<file path="src/rtl/sin_pkg.sv">
// Shared types for the sin unit request driver and its request buffer.
package sin_pkg;
  typedef logic [31:0] float32_t;
  typedef logic [3:0]  prec_t;

  typedef struct packed {
    float32_t theta;
    prec_t    prec;
  } sin_req_t;

  typedef enum logic [1:0] {IDLE, START, WAIT, HOLD} drv_state_e;

  localparam float32_t SIN_QNAN = 32'h7fc00000;
endpackage

</file>
<file path="src/rtl/sin_req_fifo.sv">
// Request buffer for the sin driver: FIFO of sin_req_t, power-of-2 depth,
// push ignored when full, pop ignored when empty.
module sin_req_fifo import sin_pkg::*; #(
  parameter int FIFO_DEPTH = 4
) (
  input  logic     clk,
  input  logic     reset,
  input  logic     push,
  input  sin_req_t din,
  input  logic     pop,
  output sin_req_t dout,
  output logic     full,
  output logic     empty
);
  localparam int AW = $clog2(FIFO_DEPTH);
  localparam logic [AW:0] FULL_CNT = FIFO_DEPTH[AW:0];

  sin_req_t      mem [FIFO_DEPTH];
  logic [AW-1:0] wptr, rptr;
  logic [AW:0]   cnt;
  logic          do_push, do_pop;

  assign full    = cnt == FULL_CNT;
  assign empty   = cnt == '0;
  assign do_push = push && !full;
  assign do_pop  = pop && !empty;
  assign dout    = mem[rptr];

  // pointers wrap naturally because the depth is a power of two
  always_ff @(posedge clk or posedge reset) begin
    if (reset) begin
      wptr <= '0;
      rptr <= '0;
      cnt  <= '0;
    end else begin
      if (do_push) wptr <= wptr + 1'b1;
      if (do_pop)  rptr <= rptr + 1'b1;
      case ({do_push, do_pop})
        2'b10:   cnt <= cnt + 1'b1;
        2'b01:   cnt <= cnt - 1'b1;
        default: ;
      endcase
    end
  end

  always_ff @(posedge clk) begin
    if (do_push) mem[wptr] <= din;
  end
endmodule

</file>
<file path="src/rtl/sin_req_driver.sv">
// Start/done initiator for the sin unit: buffers requests, runs one op at a time,
// returns results in order. Optional WAIT abort via SIN_DRV_TIMEOUT_EN.
module sin_req_driver import sin_pkg::*; #(
  parameter int FIFO_DEPTH     = 4,
  parameter int TIMEOUT_CYCLES = 1024
) (
  input  logic        clk,
  input  logic        reset,
  input  logic        req_valid,
  output logic        req_ready,
  input  logic [31:0] req_theta,
  input  logic [3:0]  req_prec,
  output logic        out_valid,
  input  logic        out_ready,
  output logic [31:0] out_result,
  output logic        out_timeout,
  output logic        sin_start,
  output logic [31:0] sin_theta,
  output logic [3:0]  sin_prec,
  input  logic [31:0] sin_result,
  input  logic        sin_done,
  output logic        busy
);
  drv_state_e state, state_nxt;
  sin_req_t   req_in, head;
  logic       full, empty, pop, first_wait, done_ok, abort;

  assign req_in    = '{theta: req_theta, prec: req_prec};
  assign req_ready = !full;

  sin_req_fifo #(.FIFO_DEPTH(FIFO_DEPTH)) u_fifo (
    .clk   (clk),
    .reset (reset),
    .push  (req_valid),
    .din   (req_in),
    .pop   (pop),
    .dout  (head),
    .full  (full),
    .empty (empty)
  );

  // done is still high from the previous op during the first WAIT cycle
  assign done_ok = (state == WAIT) && sin_done && !first_wait;

`ifdef SIN_DRV_TIMEOUT_EN
  localparam int TW = $clog2(TIMEOUT_CYCLES) + 1;
  logic [TW-1:0] wcnt;

  always_ff @(posedge clk or posedge reset) begin
    if (reset)                wcnt <= '0;
    else if (state == START)  wcnt <= '0;
    else if (state == WAIT)   wcnt <= wcnt + 1'b1;
  end

  assign abort = (state == WAIT) && !done_ok && (wcnt == TW'(TIMEOUT_CYCLES - 1));
`else
  logic unused_timeout_cfg;
  assign unused_timeout_cfg = TIMEOUT_CYCLES == 0;
  assign abort = 1'b0;
`endif

  always_ff @(posedge clk or posedge reset) begin
    if (reset) state <= IDLE;
    else       state <= state_nxt;
  end

  always_comb begin
    state_nxt = state;
    case (state)
      IDLE:    if (!empty) state_nxt = START;
      START:   state_nxt = WAIT;
      WAIT:    if (done_ok || abort) state_nxt = HOLD;
      HOLD:    if (out_ready) state_nxt = IDLE;
      default: state_nxt = IDLE;
    endcase
  end

  always_comb begin
    sin_start = state == START;
    pop       = (state == IDLE) && !empty;
    busy      = (state != IDLE) || !empty;
  end

  always_ff @(posedge clk or posedge reset) begin
    if (reset) begin
      sin_theta   <= '0;
      sin_prec    <= '0;
      out_valid   <= 1'b0;
      out_result  <= '0;
      out_timeout <= 1'b0;
      first_wait  <= 1'b0;
    end else begin
      first_wait <= state == START;
      if (pop) begin
        sin_theta <= head.theta;
        sin_prec  <= head.prec;
      end
      if (done_ok || abort) begin
        out_valid   <= 1'b1;
        out_result  <= abort ? SIN_QNAN : sin_result;
        out_timeout <= abort;
      end else if (state == HOLD && out_ready) begin
        out_valid   <= 1'b0;
        out_timeout <= 1'b0;
      end
    end
  end
endmodule

</file>
<file path="config.mk">
export PLATFORM = sky130hd
export DESIGN_NAME = sin_req_driver
export DESIGN_NICKNAME = d
export VERILOG_FILES = /design/src/rtl/sin_pkg.sv /design/src/rtl/sin_req_fifo.sv /design/src/rtl/sin_req_driver.sv
export SDC_FILE = /design/constraint.sdc
export NUM_CORES = 1
export LEC_CHECK = 0
export CORE_ASPECT_RATIO = 0.6
export CORE_MARGIN = 3
export CORE_UTILIZATION = 47
export CTS_CLUSTER_DIAMETER = 100
export DETAILED_ROUTE_END_ITERATION = 8
export GPL_TIMING_DRIVEN = 0
export PLACE_DENSITY = 0.75
export SLEW_MARGIN = 20
export SYNTH_ARGS = -nofsm -noshare
export SYNTH_HDL_FRONTEND = slang
export SYNTH_HIERARCHICAL = 1
export SYNTH_SLANG_ARGS = --single-unit
</file>
<file path="constraint.sdc">
create_clock -name clk -period 2.5 [get_ports clk]
set_clock_uncertainty 0.2 [all_clocks]
set_input_delay 0.25 -clock clk [delete_from_list [all_inputs] [get_ports clk]]
set_output_delay 0.25 -clock clk [all_outputs]
set_load 0.01 [all_outputs]
</file>
==> metrics.txt, run 1 <==
Yosys top cell by area=edfxtp_1; Fillers=1214; Mapped Nets=480; DIE AREA=19700 um2; Leak=4.03 nW; crit share post-route=94.9%; CTS tree=yes; Initial Util=between 40% and 50%; synthesized area=8440 um2; CTS root buf=clkbuf_16; Die Span X=~180 um; post-DP HPWL=10900 um; DRT antenna net count=0; largest net degree at the start of global routing=50; top-count cell post-synth=edfxtp_1; max cap viols=0; Final Net Count=658; outcome=complete, no violations; final WL=16900 um; WL/cell=20.5 um; Mean Syn Cell Area=21.3 um2; DR pass1 iterations=4; Core Area=~17000 um2; Power Density=1250 nW/um2; Post-synth top flop=edfxtp_1; Worst Tran Pin Value=0.507 ns; ranking of synthesized cells by area=edfxtp_1 (51%), dfrtp_1 (23%), mux4_2 (9.6%), mux2_2 (9.3%), ha_1 (1.5%); Port-buffer cells=144; GR Util All Layers=between 10% and 20%; Die Y-Extent=110 um; reg-to-reg slack, setup=about 0.13 ns; first-pass GRT wire length=25500 um; initial antenna violation count=1; fraction of layout cells with a size suffix above 1=30.1%; via count=4272; Worst EP arrival=2.57 ns; gr ovfl total=0; H-tree depth=1; synthesized netlist cell count=~400; Clk Latency, worst-skew pair=around 0.48 ns; min-delay src=sin_result[8]; crit path from=state[0]$_DFFE_PP0P_; Max Transition Viols Final=0; Synth warnings=6; Reg clk slew, reported paths=0.06 ns; EDFF count, synth=~140; register area share after synthesis=roughly three quarters; Commonest cells post-synth=edfxtp_1 (144), dfrtp_1 (79), mux2_2 (70), mux4_2 (36), inv_1 (13); overall power=13.7 mW; Cell Rows=37; crit-path max FO=3; Starting DRT DRC Count=284; GP Congestion=0.775; Period minus WS final=2.37 ns; Final Hold Fails=0; # IOs=146; Hold Crit Class=in2reg; Setup crit end kind=register; relative slew slack=66.2%; WS Path Type=reg2reg; RSZ-0062 raised after global routing=no; area of the multi-input gates=1960 um2; register area=6300 um2; Worst VDD drop=0.562 mV; vias in the first global route=4568; PnR worst setup slack=0.127 ns; Max Freq=421 MHz; DRC=0; Setup-failing EPs final=0; Setup crit start kind=register; pre-CTS setup slack=-0.333 ns; TritonCTS buffer count=21; WP data required=2.70 ns; top cell type's share of synthesized area=51.2%; reg2reg start=state[0]$_DFFE_PP0P_; CTS Buffer Depth=3; ys async rst share=35.4%; post-DR vias/cell=5.19; Area Growth Syn to Fin=30.4%; Yosys cell types=28; count of state elements after synthesis=223; clk sinks=223
[cells by family (layout without fill, tap and decap cells)]
group                      count (synthesis)  after routing  synth area share [%]
adders and majority gates                 11             11                  1.72
other                                      1              2                0.0444
buffers and inverters                     29            221                  2.40
xor gates and xnor gates                   6              6                 0.623
muxes                                    107            107                  19.1
DFF                                      223            223                  74.6
and+or+nand+nor                           14             14                  1.07
AOI/OAI and AO/OA                          5              5                 0.459
[path summary, 6_finish.rpt]
kind	endpoint	cells past startpoint
worst max register to register	u_fifo/cnt[2]$_DFFE_PP0P_	11
max in group asynchronous	sin_theta[5]$_DFFE_PP0P_	4
min in group asynchronous	u_fifo/rptr[1]$_DFFE_PP0P_	3
worst max-delay path	u_fifo/cnt[2]$_DFFE_PP0P_	11
worst min-delay path	out_result[8]$_DFFE_PP0P_	2
worst min register to register	out_result[3]$_DFFE_PP0P_	1
[layer usage]
layer  part of all wire, %  vias to the layer above  GRT usage, %  wire length, um
li1                      -                     1892             -                -
met1                    45                     2246          24.1             7520
met2                    48                      104          28.1             8010
met3                   6.1                       28          4.14             1030
met4                   1.7                        2          3.39              282
met5                 0.077                        -             0               13
[cell usage in the layout, fill, tap and decap left out, drive strengths merged, types with 4 or more instances in the layout]
master / instances
ha: 10
dfrtp: 79
mux2: 70
mux4: 36
and2: 4
buf: 26
clkinv: 7
clkbuf: 27
inv: 13
clkdlybuf4s50: 144
edfxtp: 144
[worst max-delay path: stages (launching register included)]
cell,delay [ns]
dfrtp_1,0.42
inv_2,0.11
ha_4,0.14
nor2b_2,0.14
buf_6,0.11
o31a_1,0.15
ha_2,0.19
inv_1,0.05
fa_2,0.33
xor2_1,0.15
nor2_1,0.11
xor2_1,0.18
[registers in the layout, indices dropped and copies added (netlist names)]
| name | flops |
|---|---|
| sin_prec | 4 |
| u_fifo/cnt | 3 |
| first_wait | 1 |
| out_result | 32 |
| sin_theta | 32 |
| u_fifo/rptr | 2 |
| state | 2 |
| u_fifo/wptr | 2 |
| u_fifo/mem | 144 |
| out_valid | 1 |
[power by group]
part,internal [mW],switching (mW)
Clock,1.76,1.28
Combinational,2.94,2.12
Sequential,5.15,0.493
Total,9.84,3.89
[through the flow]
step | hold WS [ns] | cell area (um2) | util (%) | cells | setup TNS [ns]
floorplan | -0.147 | 8460 | - | 396 | 0
global placement | 0.286 | 10200 | 58.7 | 774 | -193.78
detailed placement | 0.292 | 10300 | 59.4 | 779 | -0.509
CTS | 0.160 | 11000 | 63.2 | 818 | 0
global route | 0.164 | 11000 | 63.4 | 822 | 0
finish | 0.176 | 11000 | 63.4 | 823 | 0
[repair_timing]
action                                 CTS  global route
setup endpoints to repair                2             1
hold buffers                             1             0
setup buffers                            2             4
cloned                                   0             0
endpoints found under the hold margin   30             0
pin swaps                                0             2
gates resized for setup                  1             2
[final cells by class]
class	instances	area share, %
diodes	1	0.0227
multi-input cells	144	17.8
clock inverters	10	0.920
inverters	13	0.466
well taps	234	2.66
flip-flops and latches	223	57.2
clock buffers	27	4.98
plain buffers	15	1.33
repair buffers	156	14.6
Power figures use the tool's default switching activity.
==> run 2, diff against run 1 <==
--- a/config.mk
+++ b/config.mk
@@ -6,5 +6,5 @@
 export NUM_CORES = 1
 export LEC_CHECK = 0
-export CORE_ASPECT_RATIO = 0.6
+export CORE_ASPECT_RATIO = 0.8
 export CORE_MARGIN = 3
 export CORE_UTILIZATION = 47
==> constraint.sdc (replaced) <==
create_clock -name clk -period 2.5 [get_ports clk]
set_clock_uncertainty 0.2 [all_clocks]
set_input_delay 0.5 -clock clk [delete_from_list [all_inputs] [get_ports clk]]
set_output_delay 0.5 -clock clk [all_outputs]
set_load 0.01 [all_outputs]
==> metrics.txt, run 2 (synthesis results as in run 1) <==
DP Cell Count=772 (was 779); CP bufs+invs=2 (was 3); share of total power in combinational logic=36.7% (was 36.8%); # diodes=0 (was 1); pre-CTS setup slack=-0.355 ns (was -0.333 ns); Area Growth Syn to Fin=31.6% (was 30.4%); PnR worst setup slack=0.0766 ns (was 0.127 ns); delay-heaviest family, CP=buffers and inverters (was adder cells); Setup-failing EPs final=0 (unchanged); Hold Crit Class=in2async (was in2reg); Die Y-Extent=126 um (was 110 um); DR pass1 iterations=6 (was 4); Starting DRT DRC Count=226 (was 284); Period minus WS final=2.42 ns (was 2.37 ns); initial antenna violation count=0 (was 1); GRT met2 Usage=28.7% (was 28.1%); crit-path max cell delay=0.58 ns (was 0.42 ns); TritonCTS buffer count=23 (was 21); Final Net Count=662 (was 658); Initial Util=48.3% (was 48.6%); max FFs per register=144 (unchanged); vias in the first global route=4697 (was 4568); Fillers=1200 (was 1214); Core Area=17500 um2 (was 17400 um2); Clk Latency, worst-skew pair=0.49 ns (was 0.48 ns); post-DR vias/cell=5.15 (was 5.19); Setup crit end kind=output port (was register); Switch Pwr=3.90 mW (was 3.89 mW); CTS Buffer Depth=3 (unchanged); Setup crit start kind=register (unchanged); DRC=0 (unchanged); crit share post-route=96.9% (was 94.9%); most flop-heavy register=u_fifo/mem (unchanged); Cell Rows=43 (was 37); # IOs=146 (unchanged); power share of the clock group=22.7% (was 22.1%); Die Span X=156 um (was 179 um); largest net degree at the start of global routing=26 (was 50); GP Congestion=0.790 (was 0.775); CTS tree=yes (unchanged); WP data required=1.80 ns (was 2.70 ns); most frequent cells in the layout=edfxtp_1 (144), clkdlybuf4s50_1 (142), dfrtp_1 (78), mux2_2 (70), mux4_2 (36) (was clkdlybuf4s50_1 (144), edfxtp_1 (144), dfrtp_1 (78), mux2_2 (70), mux4_2 (36)); CP Cell Sequence=inv_2, ha_1, clkdlybuf4s50_1 (was inv_2, ha_4, nor2b_2, buf_6, o31a_1, ha_2, inv_1, fa_2, xor2_1, nor2_1, xor2_1); sequential share of power=40.6% (was 41.1%); crit-path max FO=3 (unchanged); GR Util All Layers=17.3% (was 17.2%); outcome=complete, no violations (unchanged); WS Path Type=reg2out (was reg2reg); CP max-delay cell=clkdlybuf4s50_1 (was dfrtp_1); Max Transition Viols Final=0 (unchanged); post-DP HPWL=11200 um (was 10900 um); met3 Use GR=4.29% (was 4.14%); Port-buffer cells=144 (unchanged); Leak=4.07 nW (was 4.03 nW); via count=4216 (was 4272); commonest non-fill, non-tap cell in the layout=edfxtp_1; max cap viols=0 (unchanged); Worst EP arrival=1.72 ns (was 2.57 ns); CTS root buf=clkbuf_16 (unchanged); first-pass GRT wire length=26000 um (was 25500 um); WL/cell=20.3 um (was 20.5 um); switching part of the total=28.1% (was 28.3%); Power Density=1250 nW/um2 (about the same); hold buffer count at CTS=0 (was 1); Int Power=9.97 mW (was 9.84 mW); DRT antenna net count=0 (unchanged); met1 global-route usage=22.7% (was 24.1%); fraction of layout cells with a size suffix above 1=30.6% (was 30.1%); fin cells=819 (was 823); DIE AREA=19600 um2 (was 19700 um2); H-tree depth=1 (unchanged); clk sinks=223 (unchanged); final WL=16600 um (was 16900 um); Max Freq=413 MHz (was 421 MHz); biggest registers after layout=u_fifo/mem: 144 flops, out_result: 32 flops, sin_theta: 32 flops (unchanged); gr ovfl total=0 (unchanged); Final Hold Fails=0 (unchanged); Most Used Layer, Global Route=met2 (unchanged); Reg clk slew, reported paths=0.06 ns (about the same); Worst VDD drop=0.566 mV (was 0.562 mV)
[run 2: cell count changes in the layout (fill, tap and decap cells not counted), moves of 2 or more]
cell,before,now
clkbuf_8,0,2
clkbuf_16,21,23
clkinv_2,6,4
clkinv_1,1,4
clkdlybuf4s50_1,144,142
[run 2: cell type report]
type	instances	area, um2	area share (%)
clock buffer	31	626	5.63
multi-input combinational	144	1980	17.8
clock inverter	10	72.6	0.653
sequential	223	6300	56.7
timing repair buffer	158	1650	14.9
inverter	13	52.6	0.473
buffer	15	146	1.32
tap	225	282	2.53
[run 2: worst register-to-register path, cell delays in order, from the launching register on]
cell and delay [ns]:
dfrtp_1 0.42, inv_2 0.08, ha_2 0.19, nor2b_4 0.14
buf_6 0.10, o31a_1 0.15, ha_2 0.18, inv_1 0.05
fa_2 0.33, xor2_1 0.16, nor2_1 0.15, xor2_1 0.18
[run 2: what timing repair did]
action                     4_1_cts  5_1_grt
setup endpoints to repair        4        2
buffers inserted                 4        3
pin swaps                        0        2
gates resized for setup          6        3
[run 2: power by group through the flow]
stage	Sequential [mW]	Combinational [mW]	Clock [mW]
after floorplan	5.88	2.63	0
after global placement	5.66	4.81	0
after detailed placement	5.71	5.09	0
after CTS	5.65	5.16	3.24
after global routing	5.76	5.47	3.39
final	5.64	5.09	3.14
[run 2: final timing paths]
check / slack, ns / to / cells past startpoint / from
setup reg to reg: 0.08 / u_fifo/cnt[2]$_DFFE_PP0P_ / 11 / state[0]$_DFFE_PP0P_
hold reg to reg: 0.30 / out_result[30]$_DFFE_PP0P_ / 1 / out_result[30]$_DFFE_PP0P_
max in group asynchronous: 1.32 / sin_theta[26]$_DFFE_PP0P_ / 4 / reset
hold / removal: 0.13 / u_fifo/rptr[0]$_DFFE_PP0P_ / 2 / reset
setup / recovery: 0.08 / sin_start / 3 / state[1]$_DFFE_PP0P_
min in group clk: 0.30 / out_result[30]$_DFFE_PP0P_ / 1 / out_result[30]$_DFFE_PP0P_
[run 2: layer usage]
| metal | share of wire (%) | up-vias | wire [um] |
|---|---|---|---|
| met2 | 50 | 153 | 8380 |
| met5 | 0 | - | 0 |
| li1 | - | 1901 | - |
| met3 | 7.7 | 32 | 1270 |
| met4 | 2.5 | 0 | 421 |
| met1 | 39 | 2130 | 6530 |
[run 2: per-stage QoR]
| stage | TNS (ns) | util, % | power (mW) | area (um2) | hold WS [ns] |
|---|---|---|---|---|---|
| finish | 0 | 63.5 | 13.9 | 11100 | 0.131 |
| global route | -0.0493 | 63.5 | 14.6 | 11100 | 0.146 |
| CTS | 0 | 63.3 | 14.0 | 11100 | 0.120 |
| detailed placement | -3.88 | 59.1 | 10.8 | 10300 | 0.292 |
| global placement | -138.39 | 58.2 | 10.5 | 10200 | 0.285 |
| floorplan | -0.00188 | - | 8.51 | 8450 | 0.103 |
